<file path="src/rtl/axi4_rd_to_wide_axis.sv">
// AXI4 read master that fetches a contiguous region as a series of INCR
// bursts (one outstanding) and replays the data as a single AXI-stream
// packet through a 2-entry skid buffer.
module axi4_rd_to_wide_axis #(
    parameter int DSIZE     = 128,
    parameter int IDSIZE    = 4,
    parameter int ASIZE     = 32,
    parameter int LSIZE     = 8,
    parameter int ADDR_STEP = 1
) (
    input  logic                 axi_aclk,
    input  logic                 axi_aresetn,
    // request side
    input  logic                 start,
    input  logic [31:0]          addr,
    input  logic [31:0]          total_len,
    input  logic [31:0]          max_length,
    output logic                 busy,
    output logic                 done,
    output logic                 err,
    // AXI4 read address channel
    output logic [IDSIZE-1:0]    axi_arid,
    output logic [ASIZE-1:0]     axi_araddr,
    output logic [LSIZE-1:0]     axi_arlen,
    output logic [2:0]           axi_arsize,
    output logic [1:0]           axi_arburst,
    output logic                 axi_arvalid,
    input  logic                 axi_arready,
    // AXI4 read data channel
    input  logic [IDSIZE-1:0]    axi_rid,
    input  logic [DSIZE-1:0]     axi_rdata,
    input  logic [1:0]           axi_rresp,
    input  logic                 axi_rlast,
    input  logic                 axi_rvalid,
    output logic                 axi_rready,
    // AXI-stream output
    output logic [DSIZE-1:0]     axis_tdata,
    output logic [DSIZE/8-1:0]   axis_tkeep,
    output logic                 axis_tlast,
    output logic                 axis_tvalid,
    input  logic                 axis_tready
);

    localparam logic [2:0]  AR_SIZE   = 3'($clog2(DSIZE / 8));
    localparam logic [31:0] MAX_BURST = 32'd1 << LSIZE;

    typedef enum logic [1:0] {
        S_IDLE,
        S_AR,
        S_DATA,
        S_DRAIN
    } state_e;

    // max_length of 0 behaves as 1; anything above the ARLEN range is capped
    function automatic logic [31:0] clamp_cap(input logic [31:0] m);
        if (m == 32'd0) begin
            return 32'd1;
        end else if (m > MAX_BURST) begin
            return MAX_BURST;
        end
        return m;
    endfunction

    function automatic logic [31:0] min_u32(input logic [31:0] a, input logic [31:0] b);
        return (a < b) ? a : b;
    endfunction

    // FSM / address generator state
    state_e             state_q;
    logic [ASIZE-1:0]   cur_addr_q;
    logic [31:0]        remaining_q;
    logic [31:0]        total_len_q;
    logic [31:0]        cap_q;
    logic [31:0]        beats_q;
    logic [31:0]        beat_cnt_q;
    logic [31:0]        out_cnt_q;
    logic [IDSIZE-1:0]  id_q;
    logic [LSIZE-1:0]   arlen_q;
    logic               arvalid_q;
    logic               busy_q;
    logic               done_q;
    logic               err_q;

    // skid buffer state
    logic [DSIZE-1:0]   buf_data_q [2];
    logic [1:0]         buf_last_q;
    logic               wr_ptr_q;
    logic               rd_ptr_q;
    logic [1:0]         count_q;

    // combinational helpers
    logic [31:0]        cap_d;
    logic [31:0]        first_beats_d;
    logic [31:0]        next_beats_d;
    logic               last_beat_d;
    logic               push_last_d;
    logic               r_fire;
    logic               s_fire;
    logic               unused_rid;

    assign cap_d         = clamp_cap(max_length);
    assign first_beats_d = min_u32(total_len, cap_d);
    assign next_beats_d  = min_u32(remaining_q, cap_q);
    assign last_beat_d   = (beat_cnt_q == beats_q - 32'd1);
    assign push_last_d   = (out_cnt_q == total_len_q - 32'd1);

    assign axi_rready = (state_q == S_DATA) && (count_q != 2'd2);
    assign r_fire     = axi_rvalid && axi_rready;
    assign s_fire     = axis_tvalid && axis_tready;

    // RID carries no information for a single-outstanding master
    assign unused_rid = ^axi_rid;

    assign axi_arid    = id_q;
    assign axi_araddr  = cur_addr_q;
    assign axi_arlen   = arlen_q;
    assign axi_arsize  = AR_SIZE;
    assign axi_arburst = 2'b01;
    assign axi_arvalid = arvalid_q;
    assign busy        = busy_q;
    assign done        = done_q;
    assign err         = err_q;

    assign axis_tvalid = (count_q != 2'd0);
    assign axis_tdata  = buf_data_q[rd_ptr_q];
    assign axis_tlast  = buf_last_q[rd_ptr_q];
    assign axis_tkeep  = '1;

    // Control FSM: burst splitting, R beat counting, error capture, done/busy
    always_ff @(posedge axi_aclk or negedge axi_aresetn) begin
        if (!axi_aresetn) begin
            state_q     <= S_IDLE;
            cur_addr_q  <= '0;
            remaining_q <= '0;
            total_len_q <= '0;
            cap_q       <= '0;
            beats_q     <= '0;
            beat_cnt_q  <= '0;
            out_cnt_q   <= '0;
            id_q        <= '0;
            arlen_q     <= '0;
            arvalid_q   <= 1'b0;
            busy_q      <= 1'b0;
            done_q      <= 1'b0;
            err_q       <= 1'b0;
        end else begin
            // NOTE: non-blocking assignments so every register here samples
            // pre-edge values regardless of statement order.
            done_q <= 1'b0;
            if (r_fire) begin
                out_cnt_q <= out_cnt_q + 32'd1;
            end
            case (state_q)
                S_IDLE: begin
                    if (start) begin
                        err_q <= 1'b0;
                        if (total_len != 32'd0) begin
                            cur_addr_q  <= ASIZE'(addr);
                            remaining_q <= total_len;
                            total_len_q <= total_len;
                            cap_q       <= cap_d;
                            beats_q     <= first_beats_d;
                            arlen_q     <= LSIZE'(first_beats_d - 32'd1);
                            out_cnt_q   <= '0;
                            arvalid_q   <= 1'b1;
                            busy_q      <= 1'b1;
                            state_q     <= S_AR;
                        end else begin
                            done_q <= 1'b1;
                        end
                    end
                end
                S_AR: begin
                    if (axi_arready) begin
                        arvalid_q   <= 1'b0;
                        cur_addr_q  <= cur_addr_q + ASIZE'(beats_q * ADDR_STEP);
                        remaining_q <= remaining_q - beats_q;
                        id_q        <= id_q + 1'b1;
                        beat_cnt_q  <= '0;
                        state_q     <= S_DATA;
                    end
                end
                S_DATA: begin
                    if (r_fire) begin
                        if (axi_rresp != 2'b00) begin
                            err_q <= 1'b1;
                        end
                        // the counter, not RLAST, decides where the burst ends
                        if (axi_rlast != last_beat_d) begin
                            err_q <= 1'b1;
                        end
                        if (last_beat_d) begin
                            if (remaining_q != 32'd0) begin
                                beats_q   <= next_beats_d;
                                arlen_q   <= LSIZE'(next_beats_d - 32'd1);
                                arvalid_q <= 1'b1;
                                state_q   <= S_AR;
                            end else begin
                                state_q <= S_DRAIN;
                            end
                        end else begin
                            beat_cnt_q <= beat_cnt_q + 32'd1;
                        end
                    end
                end
                S_DRAIN: begin
                    // finish in the same edge that pops the final entry
                    if ((count_q == 2'd0) || ((count_q == 2'd1) && s_fire)) begin
                        done_q  <= 1'b1;
                        busy_q  <= 1'b0;
                        state_q <= S_IDLE;
                    end
                end
                default: state_q <= S_IDLE;
            endcase
        end
    end

    // Two-entry skid buffer between R and the stream output
    always_ff @(posedge axi_aclk or negedge axi_aresetn) begin
        if (!axi_aresetn) begin
            // NOTE: the data entries are reset too, because tdata drives a port
            // straight from storage and must read zero out of reset.
            for (int i = 0; i < 2; i++) begin
                buf_data_q[i] <= '0;
            end
            buf_last_q <= '0;
            wr_ptr_q   <= 1'b0;
            rd_ptr_q   <= 1'b0;
            count_q    <= 2'd0;
        end else begin
            if (r_fire) begin
                buf_data_q[wr_ptr_q] <= axi_rdata;
                buf_last_q[wr_ptr_q] <= push_last_d;
                wr_ptr_q             <= ~wr_ptr_q;
            end
            if (s_fire) begin
                rd_ptr_q <= ~rd_ptr_q;
            end
            if (r_fire && !s_fire) begin
                count_q <= count_q + 2'd1;
            end else if (!r_fire && s_fire) begin
                count_q <= count_q - 2'd1;
            end
        end
    end

endmodule

</file>
<file path="config.mk">
export PLATFORM = sky130hd
export DESIGN_NAME = axi4_rd_to_wide_axis
export DESIGN_NICKNAME = d
export VERILOG_FILES = /design/src/rtl/axi4_rd_to_wide_axis.sv
export SDC_FILE = /design/constraint.sdc
export NUM_CORES = 1
export LEC_CHECK = 0
export ABC_CLOCK_PERIOD_IN_PS = 5600
export CAP_MARGIN = 20
export CORE_MARGIN = 4
export CORE_UTILIZATION = 45
export DETAILED_ROUTE_END_ITERATION = 12
export MAX_ROUTING_LAYER = met4
export PLACE_DENSITY = 0.72
export SLEW_MARGIN = 15
export SYNTH_ARGS = -nofsm -noshare
export SYNTH_HDL_FRONTEND = slang
export SYNTH_SLANG_ARGS = --single-unit
</file>
<file path="constraint.sdc">
create_clock -name axi_aclk -period 5.6 [get_ports axi_aclk]
set_input_delay 1.12 -clock axi_aclk [delete_from_list [all_inputs] [get_ports axi_aclk]]
set_output_delay 1.12 -clock axi_aclk [all_outputs]
set_load 0.05 [all_outputs]
</file>
**Word-level counts from Yosys, hierarchy flattened**

Cells that the tools add are included.

- Input port bits: 237
- Memories kept: 0
- Memory bits (writable): 0
- Bits in latches: 0
- Bits in read-only memories: 0
- Flip-flop bits (word level): 504
- Output and inout port bits: 200

- Muxes and demuxes: 74
- $mul: 0
- Div/mod/pow operators: 0
- Shift operators: 0
- Add/subtract/negate cells: 11
- Reduce and logical (&&, ||, !) cells: 33
- Bitwise logic cells: 4
- $lt $le $gt $ge: 9
- Equality and inequality tests: 17

Operators with widths:

| kind | number |
|---|---|
| $mux W32 | 23 |
| $mux W128 | 4 |
| $bwmux W256 | 1 |
| $pmux W32 S2 | 4 |
| $demux W128 S1 | 1 |
| $add A32 B1 Y32 const B | 2 |
| $eq A32 B32 Y1 | 2 |
| $lt A32 B32 Y1 | 2 |
| $reduce_bool A32 Y1 | 2 |
| $sub A32 B1 Y32 const B | 2 |
| $mux W8 | 5 |
| $add A32 B32 Y32 | 1 |
| $gt A32 B9 Y1 const B | 1 |
| $logic_not A32 Y1 | 1 |
| $sub A32 B32 Y32 | 1 |
| $mux W1 | 19 |
| $mux W2 | 9 |
| $ne A2 B2 Y1 const B | 8 |
| $pmux W8 S2 | 1 |
| $reduce_and A4 Y1 | 4 |
| $sub A8 B1 Y8 const B | 2 |
| $reduce_bool A2 Y1 | 7 |
| $reduce_and A6 Y1 | 2 |
| $logic_and A1 B1 Y1 | 8 |
| other kinds (26) | 36 |

**Logic depth before layout (Yosys ltp)**

Gate-level depths: netlist (run 1).

- Word-level depth: 10
- Depth in mapped cells: 20
- Gate-level depth less buffers: 19

**Worst setup path before layout (run 1)**

No wires, ideal clock.

- Path type: input to register
- From: in max_length[0]
- To: reg arlen_q[7], in the netlist axi_arlen[7]
- Slack: 0.771 ns
- Stages: 18
- Library setup time: 0.132 ns
- Data arrival time: 4.696 ns
- Path through: nor4_1 > nand2_1 > xnor2_1 > nor3_1 > nand2_1 > ha_1 > and4_1 > a21o_1 > o21ai_0 > o211ai_1 > o211ai_2 > and2_1 > buf_2 > nor3_1 > a311o_1 > nor4_1 > xnor2_1 > o21ai_1

- Longest elaborated chain between the ends: 10
- Elaborated cells on any way between the ends: 12
- Classes of those cells: add/sub: 1; order compare: 2; mux: 8; reduce/logical: 1

RTL lines:

| item | RTL line | RTL |
|---|---|---|
| from (decl) | 17 | `input logic [31:0] max_length,` |
| $gt A32 B9 Y1 | 58 | `end else if (m > MAX_BURST) begin` |
| $mux W1 | 58 |  |
| $mux W1 | 56 | `if (m == 32'd0) begin` |
| $mux W32 (*) | 61 | `return m;` |
| $lt A32 B32 Y1 | 65 | `return (a < b) ? a : b;` |
| $mux W32 (*) | 65 |  |
| $sub A8 B1 Y8 (*) | 163 | `arlen_q <= LSIZE'(first_beats_d - 32'd1);` |
| $mux W8 (*) | 157 | `if (total_len != 32'd0) begin` |
| $mux W8 (*) | 155 | `if (start) begin` |
| $pmux W8 S2 (*) | 153 | `case (state_q)` |
| to (signal assigned) | 163 |  |
| to (signal assigned) | 195 | `arlen_q <= LSIZE'(next_beats_d - 32'd1);` |
| to (decl) | 78 | `logic [LSIZE-1:0] arlen_q;` |

Mark *: on every way between the ends. The rest lies on a longest branch, timed or not. The select of a mux whose other input is x is not followed.
A chain may end at the register's enable or synchronous reset.

**Worst setup path in the final report (run 1)**

- From: in max_length[5]
- To: reg arlen_q[6], in the netlist axi_arlen[6]

The elaborated chain is that of the path after synthesis.

==> results.cfg, run 1 <==
[clock_tree]
cts_sinks = 504
clk_pin_slew_ns = 0.06
cts_hold_buf = 0
root_buffer = clkbuf_16
cts_buffers = 57
post_cts_buffers = 0
cts_resized = 0
htree_num_levels = 2
insertion_delay_ns = 0.63
cts_buffer_depth = 3
cts_tree = built

[power]
p_sw_frac = 0.466
leakagePower_uw = 0.0158
netSwitchingPower_uw = 11500
vdd_drop_max_mv = 0.478
power.density_mw_per_mm2 = 672
p_comb_frac = 0.584
internal-power_uw = 13100
power_frac_clock = 0.154
power_frac_seq = 0.262

[setup_path]
cp.arrival_ns = 5.56
required_ns = 6.09
crit_type = in2reg
startpoint_type = input port
worstPathMaxFanout = 7
end_kind = register

[timing]
min_period_ns = 5.07
rsz0062_at_grt = no
max_freq_mhz = 197
relSlewSlack = 0.332
setup_ws_ns = 0.525
clock_skew_ns = 0.0271
drv_slew = 0
whs_ns = 0.484
period_share = 0.906
hold_violations = 0
tightestPinTransition_ns = 1.00
tns_ns = 0
finalSetupViolCount = 0

[final_layout]
fin_util = 0.567
fillCellCount = 5606
drive_above_1_share = 0.172
area_delta_synth_final_pct = 24.5
layout.nets = 3745
final_cell_area_sq_mm = 0.0366

[job]
maxCapViolCount = 0

[place]
dp_hpwl_mm = 63.5
placed_area_sq_mm = 0.0347
post-place-ws_ns = -0.0837
routabilityCongestion = 0.932
port_buffers = 411

[detailed_routing]
drt_iter0_drc = 1871
vias = 23600
antenna_left = 0
remaining_drc_errors = 0
post_drt_wl_per_cell_microns = 20.2
routed_wl_mm = 86.5
via_per_inst = 5.53
firstDrtPassIters = 5

[global_route]
antenna_found_initial = 8
overflow = 0
grt_pass1_vias = 23500
grt_pass1_wl_mm = 136
grt_usage = 0.250
grt_max_degree = 131

[outcome]
status = completed

[logic_synthesis]
syn_inst = 2948
synth-seq-cells = 504
synth_cell_types = 87
synth_edf_count = 0
ys_warn_count = 0
postSynthAreaPerCell_sq_um = 9.98
synth_flop_cell = dfrtp_1
synth-async-reset-ratio = 1.00
syn_area_sq_mm = 0.0294
ys_seq_area_frac = 0.429

[die]
rows = 93
dieArea_sq_mm = 0.0695
coreArea_sq_mm = 0.0646
initial_core_util = 0.455
io_pins = 437
die_w_microns = 264
fp.dieH_microns = 264

[hold_path]
min_path_type = reg2reg
path summary, 6_finish.rpt:
kind	to	cells after the start	startpoint	slack, ns
min in group asynchronous	axi_araddr[21]$_DFFE_PN0P_	1	axi_aresetn	0.55
max reg2reg	beat_cnt_q[27]$_DFFE_PN0P_	13	beats_q[0]$_DFFE_PN0P_	1.13
min	axi_arid[3]$_DFFE_PN0P_	1	axi_arid[3]$_DFFE_PN0P_	0.48
min reg2reg	axi_arid[3]$_DFFE_PN0P_	1	axi_arid[3]$_DFFE_PN0P_	0.48
max in group asynchronous	buf_data_q[47]$_DFFE_PN0P_	2	axi_aresetn	3.80
max	axi_arlen[6]$_DFFE_PN0P_	21	max_length[5]	0.53
registers in the layout, indices dropped and copies added, names as in the netlist, 2 cells and up:
register / count
beats_q: 32
count_q: 2
axi_arlen: 8
total_len_q: 32
buf_data_q: 256
out_cnt_q: 32
axi_araddr: 32
state_q: 2
axi_arid: 4
buf_last_q: 2
beat_cnt_q: 32
cap_q: 32
remaining_q: 32
per-layer routing:
metal  global-route usage  routed length, microns
met5                    -                       0
met4               0.0963                    3680
met3               0.0402                    5280
met2                0.399                   40900
met1                0.324                   36600
through the flow:
step                      total power [uW]  instances
final                                24600       4276
after global placement               20600       4163
after detailed placement             20800       4163
after CTS                            24700       4268
after global routing                 26200       4276
after floorplan                      16500       2990
power by group through the flow:
stage | clock [uW] | combinational, uW | sequential (uW)
after global placement | 0 | 14100 | 6430
after global routing | 4030 | 15500 | 6640
after floorplan | 0 | 10000 | 6490
after detailed placement | 0 | 14300 | 6490
final | 3790 | 14400 | 6460
after CTS | 3870 | 14400 | 6450
kinds of logic (layout without fill, tap and decap cells):
group           after synthesis  in the layout  share of synthesized area
xor+xnor                    184            184                     0.0548
simple gates                841            841                      0.135
fa+ha+maj                   141            141                     0.0605
flops                       504            504                      0.429
buf+inv                     260            683                     0.0371
compound gates              581            581                      0.118
mux                         435            435                      0.165
other cells                   2             52                   0.000255
critical path, stage by stage:
cell             delay (ns)
clkdlybuf4s50_1        0.48
nor4_1                 0.41
nand2_1                0.21
xnor2_1                0.17
nor3_1                 0.18
buf_4                  0.19
nand2_1                0.08
ha_1                   0.30
and4_1                 0.20
a21o_1                 0.17
o21ai_0                0.15
o211ai_1               0.13
o211ai_2               0.27
buf_4                  0.19
a21oi_1                0.08
a221oi_2               0.33
ha_1                   0.24
nor2b_1                0.19
nor3b_1                0.25
xnor2_1                0.15
o21ai_1                0.07
final cells by class:
type,count,area (sq um),area share
well taps,855,1070,0.0292
flip-flops and latches,504,12600,0.345
clock inverters,21,194,0.00530
inverters,108,405,0.0111
clock buffers,84,1710,0.0467
diodes,8,20.0,0.000547
repair buffers,470,4670,0.128
multi-input cells,2226,15900,0.435
cell usage in the layout, fill, tap and decap left out, types with 33 or more instances in the layout:
| master | n |
|---|---|
| a21o_1 | 36 |
| a21oi_1 | 200 |
| and3_1 | 36 |
| buf_4 | 50 |
| clkbuf_16 | 58 |
| clkdlybuf4s50_1 | 410 |
| conb_1 | 44 |
| dfrtp_1 | 503 |
| ha_1 | 138 |
| inv_1 | 107 |
| mux2_2 | 390 |
| mux2i_1 | 40 |
| nand2_1 | 318 |
| nand3_1 | 53 |
| nand4_1 | 37 |
| nor2_1 | 206 |
| nor3_1 | 37 |
| nor4_1 | 42 |
| o21ai_0 | 157 |
| o21ai_1 | 36 |
| or3_1 | 33 |
| xnor2_1 | 114 |
| xor2_1 | 70 |
Yosys cell counts (4+ instances only):
master,n,area share
dfrtp_1,504,0.43
mux2_2,390,0.15
nand2_1,319,0.041
nor2_1,209,0.027
a21oi_1,201,0.034
o21ai_0,158,0.027
ha_1,139,0.059
xnor2_1,114,0.034
inv_1,107,0.014
clkbuf_1,104,0.013
xor2_1,70,0.021
nand3_1,53,0.0090
nor4_1,42,0.0089
mux2i_1,40,0.014
nand4_1,37,0.0079
nor3_1,37,0.0063
a21o_1,36,0.0092
and3_1,36,0.0077
o21ai_1,36,0.0061
or3_1,33,0.0070
a211oi_1,24,0.0061
buf_4,22,0.0056
nor2b_1,20,0.0043
a31oi_1,19,0.0040
o21a_1,15,0.0038
buf_1,14,0.0018
buf_2,9,0.0015
nand2b_1,9,0.0019
o211ai_1,9,0.0023
o21bai_1,7,0.0018
a41oi_1,6,0.0018
and2_1,6,0.0013
nor3b_1,6,0.0015
o2111ai_1,6,0.0018
a2111oi_0,5,0.0015
a41o_1,5,0.0017
mux2_4,5,0.0026
o31ai_1,5,0.0013
or2_2,5,0.0011
a22o_1,4,0.0012
a31o_2,4,0.0012
Power figures use the tool's default switching activity.
==> run 2, diff against run 1 <==
--- a/config.mk
+++ b/config.mk
@@ -16,3 +16,4 @@
 export SYNTH_ARGS = -nofsm -noshare
 export SYNTH_HDL_FRONTEND = slang
 export SYNTH_SLANG_ARGS = --single-unit
+export TNS_END_PERCENT = 100
==> results of run 2 <==
No change in the layout: final DEF, timing and power equal those of run 1.
